**src/rtl/usb_rx_packet_if.sv**
```systemverilog
// Receive-side bus between the USB transceiver, the packet decoder and the endpoint logic.
// The master drives the transceiver byte stream; the slave (decoder) drives the decoded results.
interface usb_rx_packet_if;
    logic [7:0] rx_data;
    logic       rx_valid;
    logic       rx_active;
    logic       rx_error;

    logic       token_valid;
    logic [3:0] token_pid;
    logic [6:0] token_addr;
    logic [3:0] token_endp;
    logic       token_match;
    logic       hs_valid;
    logic [3:0] hs_pid;
    logic       data_start;
    logic [3:0] data_pid;
    logic [7:0] data_out;
    logic       data_out_valid;
    logic       data_end;
    logic       data_ok;

    modport master (
        output rx_data, rx_valid, rx_active, rx_error,
        input  token_valid, token_pid, token_addr, token_endp, token_match,
        input  hs_valid, hs_pid, data_start, data_pid, data_out, data_out_valid,
        input  data_end, data_ok
    );

    modport slave (
        input  rx_data, rx_valid, rx_active, rx_error,
        output token_valid, token_pid, token_addr, token_endp, token_match,
        output hs_valid, hs_pid, data_start, data_pid, data_out, data_out_valid,
        output data_end, data_ok
    );
endinterface

```
**src/rtl/usb_rx_packet.sv**
```systemverilog
// USB receive packet decoder: PID check, token/handshake decode with CRC5, and data payload
// forwarding with CRC16 stripping and per-packet status.
module usb_rx_packet (
    input  logic            clk,
    input  logic            reset,
    input  logic [6:0]      dev_addr,
    usb_rx_packet_if.slave  bus
);
    typedef enum logic [2:0] {
        S_IDLE, S_PID, S_TOK1, S_TOK2, S_TOKCHK, S_DATA, S_HSCHK, S_DISCARD
    } state_t;

    localparam logic [4:0]  CRC5_RESIDUAL  = 5'b01100;
    localparam logic [15:0] CRC16_RESIDUAL = 16'h800D;
    localparam logic [10:0] BYTE_CNT_MAX   = 11'd1027;

    state_t      state;
    logic        act_q;
    logic        err;
    logic [4:0]  crc5;
    logic [15:0] crc16;
    logic [7:0]  tok_b1;
    logic [2:0]  tok_endp_hi;
    logic [7:0]  hold0;
    logic [7:0]  hold1;
    logic [1:0]  fill;
    logic [10:0] byte_cnt;
    logic        ovf;
    logic        rise;
    logic        fall;

    // Both CRCs shift bits in LSB first, feedback taken from the register MSB.
    function automatic logic [4:0] crc5_step(input logic [4:0] c, input logic [7:0] d);
        logic [4:0] r;
        r = c;
        for (int i = 0; i < 8; i++)
            r = {r[3:0], 1'b0} ^ ((d[i] ^ r[4]) ? 5'h05 : 5'h00);
        return r;
    endfunction

    function automatic logic [15:0] crc16_step(input logic [15:0] c, input logic [7:0] d);
        logic [15:0] r;
        r = c;
        for (int i = 0; i < 8; i++)
            r = {r[14:0], 1'b0} ^ ((d[i] ^ r[15]) ? 16'h8005 : 16'h0000);
        return r;
    endfunction

    assign rise = bus.rx_active & ~act_q;
    assign fall = ~bus.rx_active & act_q;

    always_ff @(posedge clk) begin
        if (!reset) begin
            state              <= S_IDLE;
            // A reset mid-packet must not see the still-high rx_active as a new SYNC.
            act_q              <= 1'b1;
            err                <= 1'b0;
            crc5               <= '1;
            crc16              <= '1;
            tok_b1             <= '0;
            tok_endp_hi        <= '0;
            hold0              <= '0;
            hold1              <= '0;
            fill               <= '0;
            byte_cnt           <= '0;
            ovf                <= 1'b0;
            bus.token_valid    <= 1'b0;
            bus.token_pid      <= '0;
            bus.token_addr     <= '0;
            bus.token_endp     <= '0;
            bus.token_match    <= 1'b0;
            bus.hs_valid       <= 1'b0;
            bus.hs_pid         <= '0;
            bus.data_start     <= 1'b0;
            bus.data_pid       <= '0;
            bus.data_out       <= '0;
            bus.data_out_valid <= 1'b0;
            bus.data_end       <= 1'b0;
            bus.data_ok        <= 1'b0;
        end else begin
            // NOTE: all state here is non-blocking so every read sees the pre-edge value;
            // pulse outputs default low and are raised only by the branch that fires them.
            act_q              <= bus.rx_active;
            bus.token_valid    <= 1'b0;
            bus.hs_valid       <= 1'b0;
            bus.data_start     <= 1'b0;
            bus.data_out_valid <= 1'b0;
            bus.data_end       <= 1'b0;

            if (rise) begin
                state    <= S_PID;
                err      <= 1'b0;
                crc5     <= '1;
                crc16    <= '1;
                fill     <= '0;
                byte_cnt <= '0;
                ovf      <= 1'b0;
            end else begin
                unique case (state)
                    S_IDLE: ;
                    S_PID: begin
                        if (fall) begin
                            state <= S_IDLE;
                        end else if (bus.rx_error) begin
                            err   <= 1'b1;
                            state <= S_DISCARD;
                        end else if (bus.rx_valid) begin
                            if (bus.rx_data[7:4] != ~bus.rx_data[3:0]) begin
                                state <= S_DISCARD;
                            end else begin
                                unique case (bus.rx_data[3:0])
                                    4'b0001, 4'b1001, 4'b0101, 4'b1101: begin
                                        bus.token_pid <= bus.rx_data[3:0];
                                        state         <= S_TOK1;
                                    end
                                    4'b0011, 4'b1011: begin
                                        bus.data_pid   <= bus.rx_data[3:0];
                                        bus.data_start <= 1'b1;
                                        state          <= S_DATA;
                                    end
                                    4'b0010, 4'b1010, 4'b1110: begin
                                        bus.hs_pid <= bus.rx_data[3:0];
                                        state      <= S_HSCHK;
                                    end
                                    default: state <= S_DISCARD;
                                endcase
                            end
                        end
                    end
                    S_TOK1, S_TOK2: begin
                        if (fall) begin
                            state <= S_IDLE;
                        end else if (bus.rx_error) begin
                            err   <= 1'b1;
                            state <= S_DISCARD;
                        end else if (bus.rx_valid) begin
                            crc5 <= crc5_step(crc5, bus.rx_data);
                            if (state == S_TOK1) begin
                                tok_b1 <= bus.rx_data;
                                state  <= S_TOK2;
                            end else begin
                                tok_endp_hi <= bus.rx_data[2:0];
                                state       <= S_TOKCHK;
                            end
                        end
                    end
                    S_TOKCHK: begin
                        if (fall) begin
                            if (crc5 == CRC5_RESIDUAL && !err && !bus.rx_error) begin
                                bus.token_valid <= 1'b1;
                                bus.token_addr  <= tok_b1[6:0];
                                bus.token_endp  <= {tok_endp_hi, tok_b1[7]};
                                // SOF carries a frame number, not an address.
                                bus.token_match <= (bus.token_pid != 4'b0101) &&
                                                   (tok_b1[6:0] == dev_addr);
                            end
                            state <= S_IDLE;
                        end else if (bus.rx_error || bus.rx_valid) begin
                            err   <= err | bus.rx_error;
                            state <= S_DISCARD;
                        end
                    end
                    S_HSCHK: begin
                        if (fall) begin
                            bus.hs_valid <= !err && !bus.rx_error;
                            state        <= S_IDLE;
                        end else if (bus.rx_error || bus.rx_valid) begin
                            err   <= err | bus.rx_error;
                            state <= S_DISCARD;
                        end
                    end
                    S_DATA: begin
                        if (fall) begin
                            bus.data_end <= 1'b1;
                            bus.data_ok  <= (crc16 == CRC16_RESIDUAL) && (byte_cnt >= 11'd2) &&
                                            !ovf && !err && !bus.rx_error;
                            state        <= S_IDLE;
                        end else begin
                            if (bus.rx_error)
                                err <= 1'b1;
                            if (bus.rx_valid) begin
                                crc16 <= crc16_step(crc16, bus.rx_data);
                                if (byte_cnt == BYTE_CNT_MAX)
                                    ovf <= 1'b1;
                                else
                                    byte_cnt <= byte_cnt + 11'd1;
                                // Two-byte delay line keeps the trailing CRC16 off the payload port.
                                if (fill == 2'd2) begin
                                    bus.data_out       <= hold0;
                                    bus.data_out_valid <= 1'b1;
                                    hold0              <= hold1;
                                    hold1              <= bus.rx_data;
                                end else if (fill == 2'd1) begin
                                    hold1 <= bus.rx_data;
                                    fill  <= 2'd2;
                                end else begin
                                    hold0 <= bus.rx_data;
                                    fill  <= 2'd1;
                                end
                            end
                        end
                    end
                    S_DISCARD: begin
                        if (fall)
                            state <= S_IDLE;
                    end
                    default: state <= S_IDLE;
                endcase
            end
        end
    end
endmodule
```
**src/flat_wrapper.sv**
```systemverilog
// flat-port wrapper written by rule: the top's interface ports become plain ports
module usb_rx_packet_flat 
  (clk, reset, dev_addr, bus_rx_data, bus_rx_valid, bus_rx_active, bus_rx_error, bus_token_valid, bus_token_pid, bus_token_addr, bus_token_endp, bus_token_match, bus_hs_valid, bus_hs_pid, bus_data_start, bus_data_pid, bus_data_out, bus_data_out_valid, bus_data_end, bus_data_ok);
  usb_rx_packet_if bus_i ();
  input  logic clk;
  input  logic reset;
  input  logic [6:0] dev_addr;
  input wire logic [$bits(bus_i.rx_data)-1:0] bus_rx_data;
  input wire logic [$bits(bus_i.rx_valid)-1:0] bus_rx_valid;
  input wire logic [$bits(bus_i.rx_active)-1:0] bus_rx_active;
  input wire logic [$bits(bus_i.rx_error)-1:0] bus_rx_error;
  output wire logic [$bits(bus_i.token_valid)-1:0] bus_token_valid;
  output wire logic [$bits(bus_i.token_pid)-1:0] bus_token_pid;
  output wire logic [$bits(bus_i.token_addr)-1:0] bus_token_addr;
  output wire logic [$bits(bus_i.token_endp)-1:0] bus_token_endp;
  output wire logic [$bits(bus_i.token_match)-1:0] bus_token_match;
  output wire logic [$bits(bus_i.hs_valid)-1:0] bus_hs_valid;
  output wire logic [$bits(bus_i.hs_pid)-1:0] bus_hs_pid;
  output wire logic [$bits(bus_i.data_start)-1:0] bus_data_start;
  output wire logic [$bits(bus_i.data_pid)-1:0] bus_data_pid;
  output wire logic [$bits(bus_i.data_out)-1:0] bus_data_out;
  output wire logic [$bits(bus_i.data_out_valid)-1:0] bus_data_out_valid;
  output wire logic [$bits(bus_i.data_end)-1:0] bus_data_end;
  output wire logic [$bits(bus_i.data_ok)-1:0] bus_data_ok;
  assign bus_i.rx_data = bus_rx_data;
  assign bus_i.rx_valid = bus_rx_valid;
  assign bus_i.rx_active = bus_rx_active;
  assign bus_i.rx_error = bus_rx_error;
  assign bus_token_valid = bus_i.token_valid;
  assign bus_token_pid = bus_i.token_pid;
  assign bus_token_addr = bus_i.token_addr;
  assign bus_token_endp = bus_i.token_endp;
  assign bus_token_match = bus_i.token_match;
  assign bus_hs_valid = bus_i.hs_valid;
  assign bus_hs_pid = bus_i.hs_pid;
  assign bus_data_start = bus_i.data_start;
  assign bus_data_pid = bus_i.data_pid;
  assign bus_data_out = bus_i.data_out;
  assign bus_data_out_valid = bus_i.data_out_valid;
  assign bus_data_end = bus_i.data_end;
  assign bus_data_ok = bus_i.data_ok;
  usb_rx_packet u_core (.clk(clk), .reset(reset), .dev_addr(dev_addr), .bus(bus_i));
endmodule
```
**config.mk**
```make
export PLATFORM = sky130hd
export DESIGN_NAME = usb_rx_packet_flat
export DESIGN_NICKNAME = d
export VERILOG_FILES = /design/src/rtl/usb_rx_packet_if.sv /design/src/rtl/usb_rx_packet.sv /design/src/flat_wrapper.sv
export SDC_FILE = /design/constraint.sdc
export NUM_CORES = 1
export LEC_CHECK = 0
export BUFFER_PORTS_ARGS = -buffer_cell sky130_fd_sc_hd__buf_4
export CAP_MARGIN = 20
export CORE_UTILIZATION = 52
export DETAILED_ROUTE_END_ITERATION = 16
export PLACE_DENSITY_LB_ADDON = 0.2
export SLEW_MARGIN = 20
export SYNTH_ARGS = -nofsm -noshare
export SYNTH_HDL_FRONTEND = slang
export SYNTH_SLANG_ARGS = --single-unit
```
**constraint.sdc**
```tcl
create_clock -name clk -period 1.93 [get_ports clk]
set_input_delay 0.193 -clock clk [delete_from_list [all_inputs] [get_ports clk]]
set_output_delay 0.193 -clock clk [all_outputs]
set_load 0.005 [all_outputs]
```
==> results of run 1 <==
worst register-to-register path: stages (launching register included):
cell and delay (ns):
dfxtp_2 0.38, xnor2_4 0.20, xnor2_2 0.15, xnor3_2 0.44, or4_1 0.48, o311a_1 0.13
cell usage after synthesis, types with 4 or more instances:
master and instances:
mux2i_1 45, nand2_1 44, nor2b_1 7, dfxtp_1 105, nor2_1 82, o21ai_0 12, clkbuf_1 21, a211oi_1 10
o211ai_1 13, ha_1 7, nor4_1 7, nand4_1 6, nand2b_1 5, nor3_1 10, buf_4 4, buf_2 7
nand3_1 14, a21oi_1 17, xor2_1 14, xnor2_1 38, inv_1 8
metrics by stage:
| stage | setup slack [ns] | cell area, µm² | hold slack (ns) |
|---|---|---|---|
| after floorplan | 0.00341 | 4780 | 0.255 |
| after global placement | -0.00556 | 5440 | 0.421 |
| after detailed placement | 0.000245 | 5440 | 0.424 |
| after CTS | 0.00808 | 5640 | 0.0463 |
| after global routing | -0.00771 | 5740 | 0.0676 |
| final | 0.0365 | 5740 | 0.0475 |
kinds of logic after synthesis:
kind of cell,count (synthesis),share of synthesized area
xor+xnor,57,0.116
fa+ha+maj,7,0.0183
simple gates,204,0.206
buf+inv,43,0.0403
compound gates,63,0.0856
flops,105,0.440
mux,45,0.0942
flip-flops by register name, indices dropped and copies added, names as in the netlist, 2 cells and up:
signal / cells
u_core.bus.token_pid: 4
u_core.byte_cnt: 11
u_core.bus.data_pid: 4
u_core.crc5: 5
u_core.state: 3
u_core.bus.hs_pid: 4
u_core.tok_endp_hi: 3
u_core.hold0: 8
u_core.bus.data_out: 8
u_core.fill: 2
u_core.hold1: 8
u_core.tok_b1: 8
u_core.bus.token_endp: 4
u_core.bus.token_addr: 7
u_core.crc16: 16
power breakdown:
part,switching (mW),leakage (nW),internal [mW]
Clock,0.841,0.100,0.518
Combinational,0.435,1.40,0.367
Sequential,0.0392,0.845,2.21
timing repair:
item,4_1_cts,5_1_grt
pin swaps,1,5
buffers inserted,0,2
gates cloned,0,0
setup endpoints to repair,1,9
gates resized for setup,1,15
placed cells by master, fill, tap and decap left out, drive strengths merged, types with 5 or more instances in the layout:
| cell | instances |
|---|---|
| nand3 | 14 |
| xnor2 | 41 |
| nand2 | 45 |
| nand4 | 6 |
| inv | 13 |
| o21ai | 13 |
| ha | 7 |
| dfxtp | 105 |
| xor2 | 15 |
| nor2 | 82 |
| nand2b | 5 |
| clkbuf | 10 |
| a21oi | 17 |
| nor2b | 7 |
| buf | 92 |
| nor4 | 7 |
| nor3 | 11 |
| o211ai | 13 |
| mux2i | 45 |
| a211oi | 10 |
layout make-up:
| cell class | count | area, µm² | area share |
|---|---|---|---|
| tap | 108 | 135 | 0.0235 |
| clock inverter | 6 | 67.6 | 0.0118 |
| timing repair buffer | 92 | 703 | 0.123 |
| sequential | 105 | 2110 | 0.367 |
| clock buffer | 10 | 128 | 0.0222 |
| inverter | 9 | 33.8 | 0.00589 |
| multi-input combinational | 376 | 2560 | 0.447 |
final timing paths:
kind                            slack (ns)                             endpoint  cells after the start                           startpoint
worst min register to register        0.44  u_core.bus.data_pid[2]$_SDFFE_PN0P_                      2  u_core.bus.data_pid[2]$_SDFFE_PN0P_
worst max register to register        0.04         u_core.crc16[1]$_SDFFE_PP1P_                      5        u_core.crc16[10]$_SDFFE_PP1P_
worst min-delay path                  0.05              u_core.act_q$_SDFF_PN1_                      3                        bus_rx_active
worst max-delay path                  0.04         u_core.crc16[1]$_SDFFE_PP1P_                      5        u_core.crc16[10]$_SDFFE_PP1P_
per-layer routing:
layer	wire, µm	share of wire
met1	5290	0.47
met2	5250	0.47
met3	458	0.041
met4	229	0.020
met5	0	0
==> impl_metrics.env, run 1 <==
export IMPL_grt_pass1_vias=3851
export IMPL_synth_area_um2=4780
export IMPL_crit_buf_inv=0
export IMPL_hold_violations=0
export IMPL_setup_viol=0
export IMPL_crit_arrival_ns=2.17
export IMPL_syn_num_nets=551
export IMPL_dieArea_um2=9580
export IMPL_final_max_slew_violation_count=0
export IMPL_power_density_nw_per_um2=769
export IMPL_status="completed"
export IMPL_fin_crit_sh=0.981
export IMPL_fp_dieW_um=97.9
export IMPL_cp_end_kind="flip-flop"
export IMPL_htreeDepth=3
export IMPL_synth_cell_types=54
export IMPL_crit_chain="xnor2_4, xnor2_2, xnor3_2, or4_1, o311a_1"
export IMPL_critPathTopFamily="XOR/XNOR gates"
export IMPL_cts_root_buf="clkbuf_8"
export IMPL_final_fill_count=724
export IMPL_wire_per_inst_um=15.9
export IMPL_antenna_found_initial=0
export IMPL_cts_buffers=9
export IMPL_first_iter_violations=209
export IMPL_die_h_um=97.9
export IMPL_antennaDiodeCount=0
export IMPL_dpl_hpwl_mm=8.06
export IMPL_drive_gt1_frac=0.216
export IMPL_ys_seq_elements=105
export IMPL_p_total_mw=4.41
export IMPL_worstPathRequired_ns=2.20
export IMPL_ant_nets=0
export IMPL_vias=3886
export IMPL_critPathLaunchType="flip-flop"
export IMPL_grt_overflow=0
export IMPL_grt_pass1_wl_mm=19.0
export IMPL_placed_cells=688
export IMPL_critPathMaxFanout=3
export IMPL_setup_tns_ns=0
export IMPL_ctsHoldBuffers=0
export IMPL_place_gp_congestion=0.848
export IMPL_leakagePower_nw=2.35
export IMPL_period_needed_ns=1.89
export IMPL_busiest_layer="met2"
export IMPL_synth_main_ff_cell="dfxtp_1"
export IMPL_drc_errors=0
export IMPL_ctsLongestPathBuffers=2
export IMPL_drt_total_wl_mm=11.2
export IMPL_synthCells=524
export IMPL_maxSlewHeadroom=0.619
export IMPL_io_pins=58
export IMPL_use_met1=0.330
export IMPL_dr_pass1_iters=4
export IMPL_tritoncts="built"
export IMPL_synth_top_area_share=0.440
export IMPL_critical_path_max_stage_delay_ns=0.48
export IMPL_cpMaxStageDelayCell="or4_1"
export IMPL_ys_async_sr_fraction=0
export IMPL_crit_type="reg -> reg"
export IMPL_fin_skew_ns=0.00976
export IMPL_worst_pin_slew_ns=0.571
export IMPL_max_freq_ghz=0.528
export IMPL_port_buffers=57
export IMPL_start_util=0.543
export IMPL_maxCapViolations=0
export IMPL_grt_max_degree=57
export IMPL_area_growth_pct=20.1
export IMPL_vdd_ir_drop_max_mv=0.424
export IMPL_ys_seq_area_frac=0.440
export IMPL_row_count=34
export IMPL_via_per_inst=5.50
export IMPL_nets=620
export IMPL_coreArea_um2=8810
export IMPL_grtUsageTotal=0.250
export IMPL_fin_cells=706
export IMPL_synthTopCellsByArea="dfxtp_1, mux2i_1, xnor2_1, nor2_1, nand2_1"
export IMPL_synth_warnings=0
export IMPL_min_path_type="in -> reg"
export IMPL_synth_edf_count=0
export IMPL_grt_use_met3=0.0494
export IMPL_path_clk_slew_ns=0.11
export IMPL_yosys_area_top_type="dfxtp_1"
export IMPL_clk_latency_ns=0.38
export IMPL_fin_util=0.652
export IMPL_grtUsageMet2=0.411
export IMPL_clock_sinks=105
export IMPL_synth_area_per_cell_um2=9.12
(Power assumes the default switching activity.)
==> run 2, diff against run 1 <==
ABC_AREA = 1   (was not set)
==> run 2 against run 1 <==
Compared with the run above: count of clock-buffer cells in the layout fell by 1; clock skew rose by 0.0041 ns; area after synthesis rose by 3.6%; clock power grew 9.6%; sequential power is 4% higher; first-iteration DRC count increased by 56%; power increased by 5.6%; synthesized cell count rose by 30%; critical endpoint is now u_core.byte_cnt[3]$_SDFFE_PP0P_; largest power group unchanged.
==> impl_metrics.env, run 2 <==
export IMPL_status="completed"
export IMPL_cts_setup_buffers=0
export IMPL_leakagePower_nw=2.58
export IMPL_synth_edf_count=0
export IMPL_cpMaxStageDelayCell="dfxtp_1"
export IMPL_ys_async_sr_fraction=0
export IMPL_crit_type="reg -> reg"
export IMPL_fin_cells=872
export IMPL_most_common_layout_cells="nand2_1, dfxtp_1, inv_1, o21ai_0, buf_4"
export IMPL_cp_end_kind="flip-flop"
export IMPL_clk_latency_ns=0.38
export IMPL_ctsLongestPathBuffers=2
export IMPL_power_density_nw_per_um2=814
export IMPL_critPathLaunchType="flip-flop"
export IMPL_critPathTopFamily="simple AND/OR/NAND/NOR gates"
export IMPL_final_fill_count=888
export IMPL_hold_violations=0
export IMPL_dieArea_um2=9920
export IMPL_hold_path_startpoint="bus_rx_active"
export IMPL_port_buffers=57
export IMPL_area_growth_pct=15.7
export IMPL_antennaDiodeCount=0
export IMPL_finalWorstSetupSlack_ns=0.208
export IMPL_setup_tns_ns=0
export IMPL_maxCapViolations=0
export IMPL_coreArea_um2=9240
export IMPL_fp_dieW_um=99.6
export IMPL_vdd_ir_drop_max_mv=0.511
export IMPL_fin_crit_sh=0.892
export IMPL_start_util=0.536
export IMPL_synth_main_ff_cell="dfxtp_1"
export IMPL_grtUsageMet2=0.431
export IMPL_synthCells=680
export IMPL_grt_overflow=0
export IMPL_hold_slack_ns=0.0320
export IMPL_layout_commonest_cell="nand2_1"
export IMPL_synth_top_area_share=0.425
export IMPL_drc_errors=0
export IMPL_ys_seq_elements=105
export IMPL_dpl_hpwl_mm=8.65
export IMPL_wire_per_inst_um=13.6
export IMPL_ys_seq_area_frac=0.425
export IMPL_r2r_cells=11
export IMPL_drt_total_wl_mm=11.8
export IMPL_crit_chain="inv_2, nor2_2, inv_2, nor2_4, nand2_4, nor2_8, nand2_1, inv_1, nand3_1, nand2_1, a21oi_1"
export IMPL_yosys_area_top_type="dfxtp_1"
export IMPL_rrSetupSlack_ns=0.21
export IMPL_syn_num_nets=707
export IMPL_worstPathRequired_ns=2.21
export IMPL_place_gp_congestion=0.949
export IMPL_via_per_inst=5.25
export IMPL_top_regs="u_core.crc16: 16 flops, u_core.byte_cnt: 11 flops"
export IMPL_io_pins=58
export IMPL_drive_gt1_frac=0.143
export IMPL_synth_area_um2=4950
export IMPL_synth_cell_types=41
export IMPL_cts_buffers=9
export IMPL_top_register="u_core.crc16"
export IMPL_period_needed_ns=1.72
export IMPL_pre_cts_slack_ns=0.195
export IMPL_max_freq_ghz=0.581
export IMPL_grt_pass1_vias=4213
export IMPL_crit_buf_inv=3
export IMPL_ant_nets=0
export IMPL_clock_sinks=105
export IMPL_critPathMaxFanout=11
export IMPL_final_max_slew_violation_count=0
export IMPL_min_path_type="in -> reg"
export IMPL_worst_pin_slew_ns=0.508
export IMPL_antenna_found_initial=0
export IMPL_fin_util=0.620
export IMPL_setup_viol=0
export IMPL_vias=4575
export IMPL_use_met1=0.328
export IMPL_cts_root_buf="clkbuf_8"
export IMPL_r2r_start="u_core.state[0]$_SDFFE_PN0P_"
export IMPL_placed_cells=856
export IMPL_row_count=35
export IMPL_grt_use_met3=0.0485
export IMPL_dr_pass1_iters=5
export IMPL_critical_path_max_stage_delay_ns=0.43
export IMPL_fin_skew_ns=0.0138
export IMPL_synth_area_per_cell_um2=7.28
export IMPL_maxSlewHeadroom=0.661
export IMPL_path_clk_slew_ns=0.11
export IMPL_grtUsageTotal=0.253
export IMPL_yosysMostFrequentCell="nand2_1"
export IMPL_tritoncts="built"
export IMPL_largest_register_ffs=16
export IMPL_grt_pass1_wl_mm=19.9
export IMPL_busiest_layer="met2"
export IMPL_htreeDepth=3
export IMPL_crit_arrival_ns=2.00
export IMPL_die_h_um=99.6
export IMPL_cts_resized_gates=0
export IMPL_rsz0062_at_grt="no"
export IMPL_synth_warnings=0
export IMPL_synth_commonest_cells="nand2_1, dfxtp_1, inv_1"
export IMPL_synthTopCellsByArea="dfxtp_1, nand2_1, o21ai_0, a21oi_1, inv_1"
export IMPL_nets=765
export IMPL_min_path_cells=3
export IMPL_first_iter_violations=326
export IMPL_hold_end="u_core.act_q$_SDFF_PN1_"
export IMPL_grt_max_degree=30
export IMPL_ctsHoldBuffers=0
export IMPL_timing_rr_end="u_core.byte_cnt[3]$_SDFFE_PP0P_"
-- run 2: where the power goes --
part	leakage, nW	switching [mW]	internal (mW)
clock	0.111	0.851	0.641
sequential	0.848	0.0827	2.25
combinational	1.62	0.546	0.294
-- run 2: cell type report --
type	count	area [µm²]	area share
tap	129	161	0.0282
clock buffer	9	124	0.0216
inverter	84	317	0.0552
sequential	105	2100	0.367
multi-input combinational	465	2380	0.416
clock inverter	7	95.1	0.0166
timing repair buffer	73	548	0.0956
-- run 2: kinds of logic after synthesis --
group | Yosys count | share of synthesized area
flip-flops | 105 | 0.425
AND/OR/NAND/NOR | 264 | 0.235
adder cells (fa/ha/maj) | 7 | 0.0177
AO/OA/AOI/OAI | 164 | 0.176
XOR/XNOR | 30 | 0.0531
buffers and inverters | 110 | 0.0940
-- run 2: worst min-delay path: cells and delay by family --
kind	cells	cell delay [ns]
buf+inv	2	0.15
simple gates	1	0.05
-- run 2: how the worst max path moves through the flow --
| stage | start | slack, ns | end | cells past startpoint |
|---|---|---|---|---|
| after floorplan | u_core.fill[0]$_SDFFE_PP0P_ | 0.32 | u_core.bus.data_out[0]$_SDFFE_PN0P_ | 8 |
| after global placement | u_core.byte_cnt[1]$_SDFFE_PP0P_ | 0.27 | u_core.byte_cnt[1]$_SDFFE_PP0P_ | 8 |
| after detailed placement | u_core.state[0]$_SDFFE_PN0P_ | 0.19 | u_core.byte_cnt[3]$_SDFFE_PP0P_ | 11 |
| after CTS | u_core.state[0]$_SDFFE_PN0P_ | 0.19 | u_core.byte_cnt[3]$_SDFFE_PP0P_ | 11 |
| after global routing | u_core.state[0]$_SDFFE_PN0P_ | 0.02 | u_core.byte_cnt[6]$_SDFFE_PP0P_ | 10 |
| final | u_core.state[0]$_SDFFE_PN0P_ | 0.21 | u_core.byte_cnt[3]$_SDFFE_PP0P_ | 11 |
-- run 2: through the flow --
stage | total power, mW | area, µm²
3_5_place_dp | 3.20 | 5510
2_1_floorplan | 2.99 | 4950
5_1_grt | 4.92 | 5730
3_3_place_gp | 3.19 | 5510
4_1_cts | 4.68 | 5730
6_report | 4.66 | 5730
-- run 2: routing by layer --
layer	wire length, µm	part of all wire
met5	0	0
met4	163	0.014
met3	662	0.056
met2	5660	0.48
met1	5350	0.45
==> run 3, diff against run 2 <==
ABC_AREA = not set   (was 1)
GPL_ROUTABILITY_DRIVEN = 0   (was not set)
==> run 3 against run 2 <==
Compared with the run above: sequential cell count is the same; worst setup slack lost 0.19 ns; highest routed layer unchanged; final area grew 0.87%; largest power group unchanged.
==> impl_metrics.env, run 3 (same netlist as run 1, synthesis figures left out) <==
export IMPL_fin_cells=710
export IMPL_hold_path_startpoint="bus_rx_active"
export IMPL_worstPathRequired_ns=2.19
export IMPL_layout_commonest_cell="dfxtp_1"
export IMPL_intPower_mw=3.12
export IMPL_clock_sinks=105
export IMPL_clk_latency_ns=0.38
export IMPL_final_fill_count=744
export IMPL_finalInstanceArea_um2=5780
export IMPL_critPathMaxFanout=3
export IMPL_ant_nets=0
export IMPL_top_register="u_core.crc16"
export IMPL_drt_total_wl_mm=11.2
export IMPL_port_buffers=57
export IMPL_dpl_hpwl_mm=8.08
export IMPL_cp_end_kind="flip-flop"
export IMPL_crit_buf_inv=0
export IMPL_drc_errors=0
export IMPL_htreeDepth=3
export IMPL_r2r_start="u_core.crc16[11]$_SDFFE_PP1P_"
export IMPL_ctsLongestPathBuffers=2
export IMPL_dr_pass1_iters=5
export IMPL_via_per_inst=5.59
export IMPL_vias=3970
export IMPL_switching_share=0.294
export IMPL_io_pins=58
export IMPL_seq_power_share=0.511
export IMPL_cts_buffers=9
export IMPL_coreArea_um2=8810
export IMPL_wire_per_inst_um=15.7
export IMPL_leakagePower_nw=2.37
export IMPL_placed_cells=690
export IMPL_combPwrFrac=0.179
export IMPL_drive_gt1_frac=0.223
export IMPL_critPathTopFamily="XOR/XNOR gates"
export IMPL_antennaDiodeCount=0
export IMPL_start_util=0.543
export IMPL_hold_slack_ns=0.0773
export IMPL_crit_arrival_ns=2.17
export IMPL_grt_max_degree=38
export IMPL_p_total_mw=4.42
export IMPL_period_needed_ns=1.91
export IMPL_worst_pin_slew_ns=0.428
export IMPL_die_h_um=97.9
export IMPL_min_path_type="in -> reg"
export IMPL_tritoncts="built"
export IMPL_fin_util=0.656
export IMPL_critPathLaunchType="flip-flop"
export IMPL_finalWorstSetupSlack_ns=0.0230
export IMPL_vdd_ir_drop_max_mv=0.427
export IMPL_max_freq_ghz=0.524
export IMPL_status="completed"
export IMPL_power_density_nw_per_um2=765
export IMPL_grtUsageTotal=0.240
export IMPL_crit_chain="xnor2_4, xnor2_2, xnor3_2, or4_1, o311a_1"
export IMPL_final_max_slew_violation_count=0
export IMPL_area_growth_pct=20.9
export IMPL_path_clk_slew_ns=0.11
export IMPL_grt_pass1_vias=3829
export IMPL_antenna_found_initial=0
export IMPL_most_common_layout_cells="dfxtp_1, buf_4, nor2_1, mux2i_1, nand2_1"
export IMPL_maxCapViolations=0
export IMPL_critical_path_max_stage_delay_ns=0.48
export IMPL_crit_type="reg -> reg"
export IMPL_pre_cts_slack_ns=-0.0159
export IMPL_setup_viol=0
export IMPL_first_iter_violations=214
export IMPL_top_regs="u_core.crc16: 16 flops, u_core.byte_cnt: 11 flops"
export IMPL_grt_pass1_wl_mm=18.4
export IMPL_placedInstanceArea_um2=5450
export IMPL_largest_register_ffs=16
export IMPL_nets=624
export IMPL_maxSlewHeadroom=0.712
export IMPL_dieArea_um2=9580
export IMPL_hold_violations=0
export IMPL_cts_root_buf="clkbuf_8"
export IMPL_cpMaxStageDelayCell="or4_1"
export IMPL_ctsHoldBuffers=0
export IMPL_grt_overflow=0
export IMPL_fp_dieW_um=97.9
export IMPL_row_count=34
export IMPL_fin_crit_sh=0.988
export IMPL_cp_startpoint="u_core.crc16[11]$_SDFFE_PP1P_"
export IMPL_fin_skew_ns=0.0146
export IMPL_setup_tns_ns=0
export IMPL_clockPowerShare=0.310
export IMPL_p_sw_mw=1.30
## run 3: cell count changes in the layout (fill, tap and decap cells not counted), sizes merged, moves of 11 or more
cell	previous run	this run
nand2	133	45
buf	73	96
a21oi	65	17
a31oi	12	1
nor2	67	82
o21ai	76	13
mux2i	0	45
inv	86	12
xnor2	11	41
## run 3: power by group through the flow
stage / clock network [mW] / registers, mW / logic (mW)
detailed placement: 0 / 2.31 / 0.750
global placement: 0 / 2.30 / 0.732
finish: 1.37 / 2.26 / 0.792
global route: 1.47 / 2.27 / 0.867
floorplan: 0 / 2.29 / 0.528
CTS: 1.41 / 2.26 / 0.758
## run 3: path summary, 6_finish.rpt
path	slack (ns)	endpoint	depth (start not counted)
worst max register to register	0.02	u_core.crc16[1]$_SDFFE_PP1P_	5
worst min-delay path	0.08	u_core.act_q$_SDFF_PN1_	3
worst max-delay path	0.02	u_core.crc16[1]$_SDFFE_PP1P_	5
worst min register to register	0.44	u_core.bus.data_pid[2]$_SDFFE_PN0P_	2
## run 3: timing repair
| action | 4_1_cts | 5_1_grt |
|---|---|---|
| pin swaps | 2 | 8 |
| setup endpoints to repair | 1 | 13 |
| buffers inserted | 0 | 4 |
| gates resized for setup | 4 | 13 |
## run 3: layer usage
metal,part of all wire,global-route usage,vias up
li1,-,-,1936
met1,0.46,0.307,1914
met2,0.48,0.423,106
met3,0.043,0.0487,14
met4,0.013,0.0373,0
met5,0,0,-
## run 3: worst min-delay path, cell delays in order
cell	delay (ns)
buf_4	0.09
inv_1	0.06
nand2_1	0.07
## run 3: layout make-up
type	count	area, µm²	share of cell area
flip-flops and latches	105	2110	0.365
multi-input cells	376	2580	0.446
clock inverters	6	67.6	0.0117
well taps	108	135	0.0234
repair buffers	96	721	0.125
inverters	9	33.8	0.00584
clock buffers	10	138	0.0238
